### src/rtl/mem_stage_lsu.sv
// MEM-stage load/store unit: turns a pipeline control word into one data-memory
// transaction, handling lane alignment, load extension and a response timeout.
//
//   state    | meaning
//   ---------+-------------------------------------------------------------
//   S_IDLE   | waiting for a load/store; misaligned requests rejected here
//   S_ACCESS | strobe held on dmem_* until dmem_resp or timeout
//   S_DONE   | one-cycle result slot; pipeline advances, request not re-taken
module mem_stage_lsu #(
  parameter int unsigned TIMEOUT_CYCLES = 255
) (
  input  logic        clk,
  input  logic        rst_n,
  input  logic        req_valid,
  input  logic        mem_read,
  input  logic        mem_write,
  input  logic [2:0]  funct3,
  input  logic [31:0] addr,
  input  logic [31:0] store_data,
  output logic        stall,
  output logic [31:0] load_data,
  output logic        load_valid,
  output logic        misalign_err,
  output logic        timeout_err,
  output logic        dmem_read,
  output logic        dmem_write,
  output logic [31:0] dmem_address,
  output logic [31:0] dmem_wdata,
  output logic [3:0]  dmem_byte_enable,
  input  logic [31:0] dmem_rdata,
  input  logic        dmem_resp
);

  typedef enum logic [1:0] {
    S_IDLE   = 2'd0,
    S_ACCESS = 2'd1,
    S_DONE   = 2'd2
  } state_t;

  localparam logic       TO_EN  = (TIMEOUT_CYCLES != 0);
  localparam logic [8:0] TO_LIM = 9'(TIMEOUT_CYCLES);

  state_t      state_q, state_d;
  logic [7:0]  cnt_q, cnt_d;
  logic        rd_q, rd_d;
  logic        wr_q, wr_d;
  logic [31:0] daddr_q, daddr_d;
  logic [31:0] wdata_q, wdata_d;
  logic [3:0]  be_q, be_d;
  logic [2:0]  f3_q, f3_d;
  logic [1:0]  alo_q, alo_d;
  logic [31:0] ldata_q, ldata_d;
  logic        lvalid_q, lvalid_d;
  logic        tmo_q, tmo_d;

  logic        op;
  logic        is_half;
  logic        is_word;
  logic        misaligned;
  logic [3:0]  req_be;
  logic [31:0] req_wdata;
  logic [31:0] ld_ext;
  logic        timeout_hit;

  // Width comes from funct3[1:0]; 011/110/111 fall into the word bucket.
  always_comb begin
    op         = req_valid & (mem_read | mem_write);
    is_word    = funct3[1];
    is_half    = (funct3[1:0] == 2'b01);
    misaligned = (is_half & addr[0]) | (is_word & (addr[1:0] != 2'b00));
  end

  always_comb begin
    req_be    = 4'b1111;
    req_wdata = store_data;
    if (mem_write) begin
      if (is_word) begin
        req_be    = 4'b1111;
        req_wdata = store_data;
      end else if (is_half) begin
        req_be    = 4'b0011 << addr[1:0];
        req_wdata = {2{store_data[15:0]}};
      end else begin
        req_be    = 4'b0001 << addr[1:0];
        req_wdata = {4{store_data[7:0]}};
      end
    end
  end

  // Load extraction uses the width/offset captured at issue, not the live inputs.
  always_comb begin
    logic [7:0]  b;
    logic [15:0] h;
    case (alo_q)
      2'd0:    b = dmem_rdata[7:0];
      2'd1:    b = dmem_rdata[15:8];
      2'd2:    b = dmem_rdata[23:16];
      default: b = dmem_rdata[31:24];
    endcase
    h = alo_q[1] ? dmem_rdata[31:16] : dmem_rdata[15:0];
    if (f3_q[1]) begin
      ld_ext = dmem_rdata;
    end else if (f3_q[0]) begin
      ld_ext = f3_q[2] ? {16'h0000, h} : {{16{h[15]}}, h};
    end else begin
      ld_ext = f3_q[2] ? {24'h000000, b} : {{24{b[7]}}, b};
    end
  end

  // Fires on the ACCESS cycle whose increment would bring the count to the limit.
  always_comb begin
    timeout_hit = TO_EN && (({1'b0, cnt_q} + 9'd1) == TO_LIM);
  end

  always_comb begin
    stall        = (state_q == S_ACCESS) | ((state_q == S_IDLE) & op & ~misaligned);
    misalign_err = (state_q == S_IDLE) & op & misaligned;
  end

  always_comb begin
    state_d  = state_q;
    cnt_d    = cnt_q;
    rd_d     = rd_q;
    wr_d     = wr_q;
    daddr_d  = daddr_q;
    wdata_d  = wdata_q;
    be_d     = be_q;
    f3_d     = f3_q;
    alo_d    = alo_q;
    ldata_d  = ldata_q;
    lvalid_d = 1'b0;
    tmo_d    = 1'b0;
    case (state_q)
      S_IDLE: begin
        if (op && !misaligned) begin
          state_d = S_ACCESS;
          cnt_d   = 8'd0;
          rd_d    = ~mem_write;
          wr_d    = mem_write;
          daddr_d = {addr[31:2], 2'b00};
          wdata_d = req_wdata;
          be_d    = req_be;
          f3_d    = funct3;
          alo_d   = addr[1:0];
        end
      end
      S_ACCESS: begin
        if (dmem_resp) begin
          state_d  = S_DONE;
          rd_d     = 1'b0;
          wr_d     = 1'b0;
          lvalid_d = rd_q;
          if (rd_q) begin
            ldata_d = ld_ext;
          end
        end else if (timeout_hit) begin
          state_d = S_DONE;
          rd_d    = 1'b0;
          wr_d    = 1'b0;
          ldata_d = 32'h0;
          tmo_d   = 1'b1;
        end else begin
          cnt_d = cnt_q + 8'd1;
        end
      end
      S_DONE: begin
        state_d = S_IDLE;
      end
      default: begin
        state_d = S_IDLE;
        rd_d    = 1'b0;
        wr_d    = 1'b0;
      end
    endcase
  end

  always_ff @(posedge clk) begin
    if (!rst_n) begin
      state_q  <= S_IDLE;
      cnt_q    <= 8'd0;
      rd_q     <= 1'b0;
      wr_q     <= 1'b0;
      daddr_q  <= 32'h0;
      wdata_q  <= 32'h0;
      be_q     <= 4'h0;
      f3_q     <= 3'd0;
      alo_q    <= 2'd0;
      ldata_q  <= 32'h0;
      lvalid_q <= 1'b0;
      tmo_q    <= 1'b0;
    end else begin
      state_q  <= state_d;
      cnt_q    <= cnt_d;
      rd_q     <= rd_d;
      wr_q     <= wr_d;
      daddr_q  <= daddr_d;
      wdata_q  <= wdata_d;
      be_q     <= be_d;
      f3_q     <= f3_d;
      alo_q    <= alo_d;
      ldata_q  <= ldata_d;
      lvalid_q <= lvalid_d;
      tmo_q    <= tmo_d;
    end
  end

  assign dmem_read        = rd_q;
  assign dmem_write       = wr_q;
  assign dmem_address     = daddr_q;
  assign dmem_wdata       = wdata_q;
  assign dmem_byte_enable = be_q;
  assign load_data        = ldata_q;
  assign load_valid       = lvalid_q;
  assign timeout_err      = tmo_q;

endmodule

### config.mk
export PLATFORM = sky130hd
export DESIGN_NAME = mem_stage_lsu
export DESIGN_NICKNAME = d
export VERILOG_FILES = /design/src/rtl/mem_stage_lsu.sv
export SDC_FILE = /design/constraint.sdc
export NUM_CORES = 1
export LEC_CHECK = 0
export CAP_MARGIN = 20
export CELL_PAD_IN_SITES_DETAIL_PLACEMENT = 1
export CELL_PAD_IN_SITES_GLOBAL_PLACEMENT = 1
export CORE_AREA = 2 2 134 136
export DETAILED_ROUTE_END_ITERATION = 6
export DIE_AREA = 0 0 136 138
export PLACE_DENSITY = 0.84
export RECOVER_POWER = 25
export REMOVE_ABC_BUFFERS = 1
export SLEW_MARGIN = 20
export SYNTH_ARGS = -nofsm -noshare
export SYNTH_HDL_FRONTEND = slang
export SYNTH_SLANG_ARGS = --single-unit
### constraint.sdc
create_clock -name clk -period 2.2 [get_ports clk]
set_input_delay 0.66 -clock clk [delete_from_list [all_inputs] [get_ports clk]]
set_output_delay 0.66 -clock clk [all_outputs]
set_load 0.01 [all_outputs]
==> results of run 1 <==
worst max-delay path: stages:
cell,delay (ns)
dlygate4sd2_1,0.25
o21ai_2,0.08
nand3b_1,0.19
a21oi_2,0.16
buf_2,0.15
path summary, 6_finish.rpt:
kind	startpoint	slack, ns	depth (start not counted)	end
worst max-delay path	mem_write	0.06	5	stall
worst min-delay path	dmem_wdata[26]$_SDFFE_PN0P_	0.45	2	dmem_wdata[26]$_SDFFE_PN0P_
worst max register to register	cnt_q[0]$_SDFFE_PN0P_	0.10	7	load_data[2]$_SDFFE_PN0P_
worst min register to register	dmem_wdata[26]$_SDFFE_PN0P_	0.45	2	dmem_wdata[26]$_SDFFE_PN0P_
timing repair:
action | CTS | global route
gates resized for setup | 24 | 6
cloned | 0 | 1
hold buffers | 0 | 0
setup buffers | 2 | 4
endpoints found under the setup margin | 49 | 31
pin swaps | 5 | 5
power groups by stage:
stage	registers (W)	logic, W	clock network, W
2_1_floorplan	0.00233	0.000282	0
3_3_place_gp	0.00229	0.000870	0
3_5_place_dp	0.00229	0.000887	0
4_1_cts	0.00225	0.000898	0.00290
5_1_grt	0.00226	0.000984	0.00297
6_report	0.00225	0.000909	0.00283
state kept, by name, indices dropped and copies added (netlist names):
name,count
dmem_wdata,32
load_data,32
dmem_address,30
cnt_q,8
dmem_byte_enable,4
f3_q,3
alo_q,2
state_q,2
dmem_read,1
dmem_write,1
load_valid,1
timeout_err,1
layout by cell type, fill, tap and decap left out, types with 3 or more instances in the layout:
cell type | synthesis | layout
nor3_1 | 7 | 7
dlygate4sd2_1 | 0 | 4
nand4_1 | 3 | 3
clkdlybuf4s50_1 | 0 | 199
mux2_2 | 3 | 3
o31ai_1 | 3 | 3
a21oi_1 | 82 | 81
o21ai_1 | 4 | 4
nor2b_1 | 27 | 26
nand3_1 | 6 | 6
bufinv_16 | 0 | 3
buf_12 | 0 | 9
o211ai_1 | 17 | 17
inv_1 | 8 | 7
nor2_1 | 21 | 21
a211oi_1 | 12 | 11
clkbuf_2 | 0 | 3
o21ai_2 | 11 | 13
or2_2 | 4 | 3
nand2_1 | 154 | 153
clkbuf_16 | 0 | 18
or3_1 | 3 | 3
a311oi_1 | 4 | 4
o21ai_0 | 8 | 6
a31o_2 | 4 | 4
a21o_1 | 12 | 12
o22ai_1 | 17 | 17
a22oi_1 | 6 | 6
mux2i_1 | 18 | 18
nor3b_1 | 8 | 8
buf_4 | 5 | 40
dfxtp_1 | 117 | 117
o221ai_1 | 8 | 8
clkinv_2 | 0 | 5
layer usage:
layer  global-route usage (%)  wire (microns)  vias up
li1                         -               -     2711
met1                     22.8            7800     2709
met2                     35.4            9760      184
met3                     7.81            1600       38
met4                     8.39             493        2
met5                        0               7        -
stage by stage:
stage	power [W]	setup WS, ns	hold WS, ns	util (%)	setup TNS, ns
2_1_floorplan	0.00261	-1.13	0.464	-	-75.77
3_3_place_gp	0.00316	-0.779	0.438	44.7	-30.98
3_5_place_dp	0.00318	-0.816	0.446	44.7	-36.55
4_1_cts	0.00604	0.00596	0.452	48.1	0
5_1_grt	0.00621	-0.0348	0.473	48.4	-0.0493
6_report	0.00599	0.0604	0.448	48.4	0
area by class of cell:
type / instances / area, sq um
Tap cell: 229 / 287
Clock inverter: 10 / 131
Clock buffer: 20 / 457
Inverter: 8 / 30.0
Fill cell: 2070 / 9050
Timing Repair Buffer: 260 / 2570
Multi-Input combinational cell: 467 / 2660
Sequential cell: 117 / 2340
cells by family (layout without fill, tap and decap cells):
family	count (synthesis)	count (layout)	share of synthesized area, %
and+or+nand+nor	244	244	20.8
AOI/OAI and AO/OA	197	197	24.2
DFF	117	117	44.6
buffers and inverters	61	298	5.67
muxes	21	21	4.07
adders and majority gates	2	2	0.476
other	1	2	0.0713
xor gates and xnor gates	1	1	0.167
==> impl_metrics.toml, run 1 <==
[placement]
dp_hpwl_microns = 13500
dp.cells = 1074
io_buffers = 208
gp_congestion = 0.803
placed_area_sq_um = 7830

[drt]
wl_microns = 19700
drt_pre_antenna_iters = 4
drc_errors = 0
drtAntennaViolNets = 0
wire_per_inst_microns = 17.7
drt_iter0_drc = 176
num_vias = 5644
drt-vias-per-instance = 5.08

[synthesis]
synthCells = 644
synth_common_cells = "154 x nand2_1, 117 x dfxtp_1, 82 x a21oi_1"
synthArstFlopShare_pct = 0
synthTopCellsByArea = "dfxtp_1 45%, nand2_1 11%, a21oi_1 7.8%"
ys_seq_elements = 117
synth-main-ff-cell = "dfxtp_1"
synthMostInstantiatedCell = "nand2_1"
postSynthAreaPerCell_sq_um = 8.16
ys_seq_area_share_pct = 44.6
syn_area_sq_um = 5260
yosysTopAreaCellShare_pct = 44.6
synth_top_area_cell = "dfxtp_1"
ys_types = 50
ys_warn_count = 0
synth_edf_count = 0

[clocking]
clk_pin_slew_ns = 0.05
cts_sinks = 117
clk_latency_ns = 0.42
htree_levels = 4
cts-root-buf = "clkbuf_16"
cts_max_path_buffers = 2
cts_buffers = 17
cts_tree = "done"

[timing]
setup_viol = 0
fmax_mhz = 467
hold_violations = 0
fin_crit_sh_pct = 97.3
drv_slew = 0
fin_crit_ns = 2.14
slew_headroom_pct = 59.4
fin_skew_ns = 0.00846
worstMarginPinSlew_ns = 0.606

[cells_and_area]
antenna_cells = 0
drive_above_1_share_pct = 13.4
area_growth_pct = 61.3
nets = 978
stdcell_area_sq_um = 8480
instances_no_fill = 1111

[floorplan]
rows = 49
core_sq_um = 17500
dieArea_sq_um = 18800
ios = 211
dieWidth_microns = 136
initial_core_util_pct = 30.0
fp.dieH_microns = 138

[grt]
grt_antenna_before_repair = 1
track_usage_pct = 20.6
grt_max_degree = 52
grt_pass1_vias = 5871
grt_pass1_wl_microns = 30600
globalRouteOverflowTotal = 0

[pwr]
pwr-share-seq_pct = 37.5
power.leakage_nw = 3.11
p_clk_share_pct = 47.3
peakVddDrop_mv = 0.578
switching_share_pct = 24.9
switching_power_w = 0.00149
power_density_nw_per_um2 = 706
pwr-share-comb_pct = 15.2
p_int_w = 0.00450

[worst_setup_path]
cp_max_fo = 2
critical_path_class = "in2out"
arrival_ns = 1.48
endpoint_kind = "primary output"
critPathLaunchType = "primary input"
cp_data_required_time_ns = 1.54

[run]
max_cap_viol_count = 0

[worst_hold_path]
holdCritPathClass = "reg2reg"

[outcome]
status = "completed"
Power figures use the tool's default switching activity.
==> run 2: changes to the inputs <==
--- a/constraint.sdc
+++ b/constraint.sdc
@@ -3,2 +3,2 @@
 set_output_delay 0.66 -clock clk [all_outputs]
-set_load 0.01 [all_outputs]
+set_load 0.1 [all_outputs]
==> run 2 against run 1 <==
Effect of this change:
- final area shrank 4.7%
- combinational power grew 51%
- via count shrank 1.6%
- wire length shrank 5.0%
- sequential share of layout area grew 1.4 points
- critical endpoint unchanged
- first-iteration DRC count grew 7.4%
- highest routed layer is now met4
- register-to-register slack gained 0.08 ns
- critical path type unchanged
- setup slack lost 0.012 ns
- utilization shrank 2.3 points
==> impl_metrics.toml, run 2 (synthesized netlist as in run 1, its figures left out) <==
[outcome]
status = "completed"

[cells_and_area]
drive_above_1_share_pct = 25.2
mostFrequentLayoutCells = "153 x nand2_1, 115 x dfxtp_1, 106 x buf_4"
filler_cell_count = 2116
area_growth_pct = 53.8
stdcell_area_sq_um = 8080
final_common_cell = "nand2_1"
antenna_cells = 0
nets = 974
instances_no_fill = 1107

[clocking]
postCtsHoldBufs = 0
cts_sinks = 117
clk_pin_slew_ns = 0.05
htree_levels = 4
clk_latency_ns = 0.41
cts_buffers = 17
cts_max_path_buffers = 2
cts_tree = "done"
cts-root-buf = "clkbuf_16"

[grt]
grt_pass1_vias = 5779
globalRouteOverflowTotal = 0
grt_pass1_wl_microns = 29800
grt_max_degree = 44
grt_antenna_before_repair = 0
track_usage_pct = 19.9

[timing]
drv_slew = 0
worstMarginPinSlew_ns = 0.629
fmax_mhz = 465
final.setup.tns_ns = 0
setup_viol = 0
fin_crit_ns = 2.15
hold_violations = 0
fin_crit_sh_pct = 97.8
slew_headroom_pct = 58.1
rsz0062_at_grt = "no"
fin_skew_ns = 0.0103
hold_slack_ns = 0.454

[floorplan]
ios = 211
dieArea_sq_um = 18800
rows = 49
fp.dieH_microns = 138
core_sq_um = 17500
initial_core_util_pct = 30.0
dieWidth_microns = 136

[worst_setup_path]
critPathLaunchType = "primary input"
critical_path_class = "in2out"
cp_data_required_time_ns = 1.54
cp_max_fo = 2
arrival_ns = 1.49
endpoint_kind = "primary output"

[drt]
num_vias = 5552
drtAntennaViolNets = 0
drt_iter0_drc = 189
wl_met2_microns = 9320
routedLengthMet1_microns = 7660
route.top_layer_used = "met4"
wl_microns = 18700
wl_met3_microns = 1360
wire_per_inst_microns = 16.9
drt-vias-per-instance = 5.02
drt_pre_antenna_iters = 4
drc_errors = 0

[pwr]
peakVddDrop_mv = 0.563
power_density_nw_per_um2 = 779
power.leakage_nw = 3.23

[placement]
gp_congestion = 0.799
dp.cells = 1074
dp_hpwl_microns = 13600
placed_area_sq_um = 7620
io_buffers = 208

[run]
max_cap_viol_count = 0

[worst_hold_path]
holdCritPathClass = "reg2reg"
run 2: area by class of cell:
cell class / count / area, sq um / area share, %
Multi-Input combinational cell: 467 / 2660 / 32.9
Sequential cell: 117 / 2350 / 29.0
Timing Repair Buffer: 256 / 2190 / 27.1
Clock buffer: 20 / 457 / 5.65
Tap cell: 229 / 287 / 3.54
Clock inverter: 10 / 108 / 1.33
Inverter: 8 / 30.0 / 0.371
run 2: final timing paths:
path	start	end	slack, ns	depth (start not counted)
worst max-delay path	funct3[1]	stall	0.05	6
worst max register to register	cnt_q[0]$_SDFFE_PN0P_	load_data[1]$_SDFFE_PN0P_	0.18	7
worst min register to register	dmem_address[13]$_SDFFE_PN0P_	dmem_address[13]$_SDFFE_PN0P_	0.45	2
worst min-delay path	dmem_address[13]$_SDFFE_PN0P_	dmem_address[13]$_SDFFE_PN0P_	0.45	2
run 2: per-stage QoR:
| step | utilization [%] | power [W] | setup slack, ns |
|---|---|---|---|
| CTS | 46.8 | 0.00640 | 0.00298 |
| global placement | 43.5 | 0.00366 | -0.510 |
| detailed placement | 43.5 | 0.00369 | -0.521 |
| floorplan | - | 0.00312 | -1.50 |
| finish | 46.1 | 0.00629 | 0.0487 |
| global route | 46.1 | 0.00653 | 0.00591 |
run 2: timing repair:
action / in CTS / in global routing
pin swaps: 6 / 4
setup endpoints to repair: 2 / 4
buffers inserted: 2 / 1
resized for setup: 29 / 7
run 2: routing by layer:
| layer | up-vias | global-route usage (%) |
|---|---|---|
| li1 | 2699 | - |
| met1 | 2666 | 22.0 |
| met2 | 163 | 35.0 |
| met3 | 24 | 6.78 |
| met4 | 0 | 7.02 |
| met5 | - | 0 |
run 2: power by group:
| group | leakage [nW] | internal (W) | total, W | switching (W) |
|---|---|---|---|---|
| Combinational | 2.01 | 0.000441 | 0.00137 | 0.000925 |
| Clock | 0.273 | 0.00170 | 0.00268 | 0.000976 |
| Sequential | 0.951 | 0.00220 | 0.00225 | 0.0000519 |
| Total | 3.23 | 0.00434 | 0.00629 | 0.00195 |
run 2: worst max-delay path, cell delays in order:
cell and delay [ns]:
clkbuf_1 0.11, buf_6 0.13, nand2_2 0.07, nand3b_1 0.11, a21oi_2 0.22, buf_12 0.20
==> run 3: changes to the inputs <==
- CTS_CLUSTER_SIZE: unset -> 8
- RECOVER_POWER: 25 -> unset
==> run 3 against run 2 <==
Effect of this change:
- combinational power about the same
- critical endpoint unchanged
- cell count unchanged
- utilization up 0.71 points
- die area unchanged
- via count down 0.14%
- clock-buffer cell count unchanged
- register-to-register slack about the same
==> impl_metrics.toml, run 3 (synthesized netlist as in run 1, its figures left out) <==
[pwr]
pwr-share-comb_pct = 22.0
power_density_nw_per_um2 = 770
switching_power_w = 0.00196
switching_share_pct = 31.0
pwr-share-seq_pct = 35.6
power.leakage_nw = 3.27
p_clk_share_pct = 42.4
p_int_w = 0.00436
peakVddDrop_mv = 0.564
power_w = 0.00632

[timing]
fin_crit_sh_pct = 97.6
fin_crit_ns = 2.15
fin_skew_ns = 0.0105
rsz0062_at_grt = "no"
drv_slew = 0
fmax_mhz = 466
setup_viol = 0
hold_violations = 0
worstMarginPinSlew_ns = 0.582
slew_headroom_pct = 61.0

[drt]
num_vias = 5544
drt-vias-per-instance = 5.01
drt_pre_antenna_iters = 4
drc_errors = 0
drt_iter0_drc = 188
wire_per_inst_microns = 16.9
drtAntennaViolNets = 0
wl_microns = 18700

[cells_and_area]
stdcell_area_sq_um = 8210
multiInputGateArea_sq_um = 2660
mostFrequentLayoutCells = "153 x nand2_1, 138 x buf_4, 115 x dfxtp_1"
regArea_sq_um = 2350
area_growth_pct = 56.2
antenna_cells = 0
drive_above_1_share_pct = 25.3
nets = 974
final_common_cell = "nand2_1"
filler_cell_count = 2097

[clocking]
clk_pin_slew_ns = 0.05
clk_latency_ns = 0.42
cts_sinks = 117
postCtsHoldBufs = 0
cts_buffers = 17
cts-root-buf = "clkbuf_16"
cts_tree = "done"
htree_levels = 4
cts_max_path_buffers = 2

[placement]
gp_congestion = 0.799
dp_hpwl_microns = 13600
io_buffers = 208
placed_area_sq_um = 7620

[grt]
grt_pass1_wl_microns = 29800
grt_pass1_vias = 5779
use_met3_pct = 6.78
grt_antenna_before_repair = 0
grt_max_degree = 44
track_usage_pct = 19.9
grt_use_met1_pct = 22.0
use_met2_pct = 35.0
globalRouteOverflowTotal = 0
grt_busiest_layer = "met2"

[floorplan]
initial_core_util_pct = 30.0
core_sq_um = 17500
dieWidth_microns = 136
rows = 49
fp.dieH_microns = 138
dieArea_sq_um = 18800
ios = 211

[worst_setup_path]
crit_buf_inv = 3
arrival_ns = 1.49
path_cells = "buf_2 -> buf_6 -> nand2_2 -> nand3b_1 -> a21oi_2 -> buf_12"
crit_family = "buffers and inverters"
slowest_delay_ns = 0.22
cpMaxStageDelayCell = "a21oi_2"
rr_worst_depth = 7
cp_max_fo = 2
cp_num_cells = 6
cp_data_required_time_ns = 1.54
critical_path_class = "in2out"
critPathLaunchType = "primary input"
endpoint_kind = "primary output"

[worst_hold_path]
whs_path_depth = 2
holdCritPathClass = "reg2reg"

[outcome]
status = "completed"

[run]
max_cap_viol_count = 0
-- run 3: cell type report --
type | count | area share [%]
inverter | 8 | 0.366
sequential | 117 | 28.6
timing repair buffer | 256 | 28.2
tap | 229 | 3.49
clock inverter | 10 | 1.31
clock buffer | 20 | 5.56
multi-input combinational | 467 | 32.4
-- run 3: repair_timing --
action,4_1_cts,5_1_grt
hold endpoints to repair,0,0
gates resized for setup,29,7
pin swaps,6,4
setup endpoints to repair,2,4
buffers inserted,2,1
-- run 3: path summary, 6_finish.rpt --
| path | start | to | slack, ns |
|---|---|---|---|
| max | funct3[1] | stall | 0.05 |
| min | dmem_address[31]$_SDFFE_PN0P_ | dmem_address[31]$_SDFFE_PN0P_ | 0.45 |
| max reg2reg | cnt_q[0]$_SDFFE_PN0P_ | load_data[1]$_SDFFE_PN0P_ | 0.18 |
| min reg2reg | dmem_address[31]$_SDFFE_PN0P_ | dmem_address[31]$_SDFFE_PN0P_ | 0.45 |
-- run 3: through the flow --
stage | hold slack, ns | util, % | instances | worst slack [ns] | TNS, ns
2_1_floorplan | 0.464 | - | 592 | -1.50 | -78.30
3_3_place_gp | 0.439 | 43.5 | 1074 | -0.510 | -30.15
3_5_place_dp | 0.449 | 43.5 | 1074 | -0.521 | -30.66
4_1_cts | 0.457 | 46.8 | 1106 | 0.00298 | 0
5_1_grt | 0.475 | 46.8 | 1107 | 0.0114 | 0
6_report | 0.455 | 46.8 | 1107 | 0.0527 | 0
-- run 3: layer usage --
layer  vias to the layer above  routed length [microns]
met4                         0                      340
met2                       170                     9330
met3                        24                     1380
li1                       2698                        -
met5                         -                        0
met1                      2652                     7650
-- run 3: worst reg2reg max path, cell delays in order, from the launching register on --
cell and delay, ns:
dfxtp_1 0.42, ha_1 0.22, nand3_1 0.18, o21a_1 0.29, o2111ai_1 0.34, a21boi_4 0.10
buf_12 0.18, o21ai_0 0.20
-- run 3: power by group through the flow --
stage          Sequential (W)  Combinational [W]  Clock, W
3_3_place_gp          0.00229            0.00137         0
3_5_place_dp          0.00230            0.00139         0
6_report              0.00225            0.00139   0.00268
4_1_cts               0.00225            0.00140   0.00274
5_1_grt               0.00226            0.00147   0.00282
2_1_floorplan         0.00280           0.000322         0
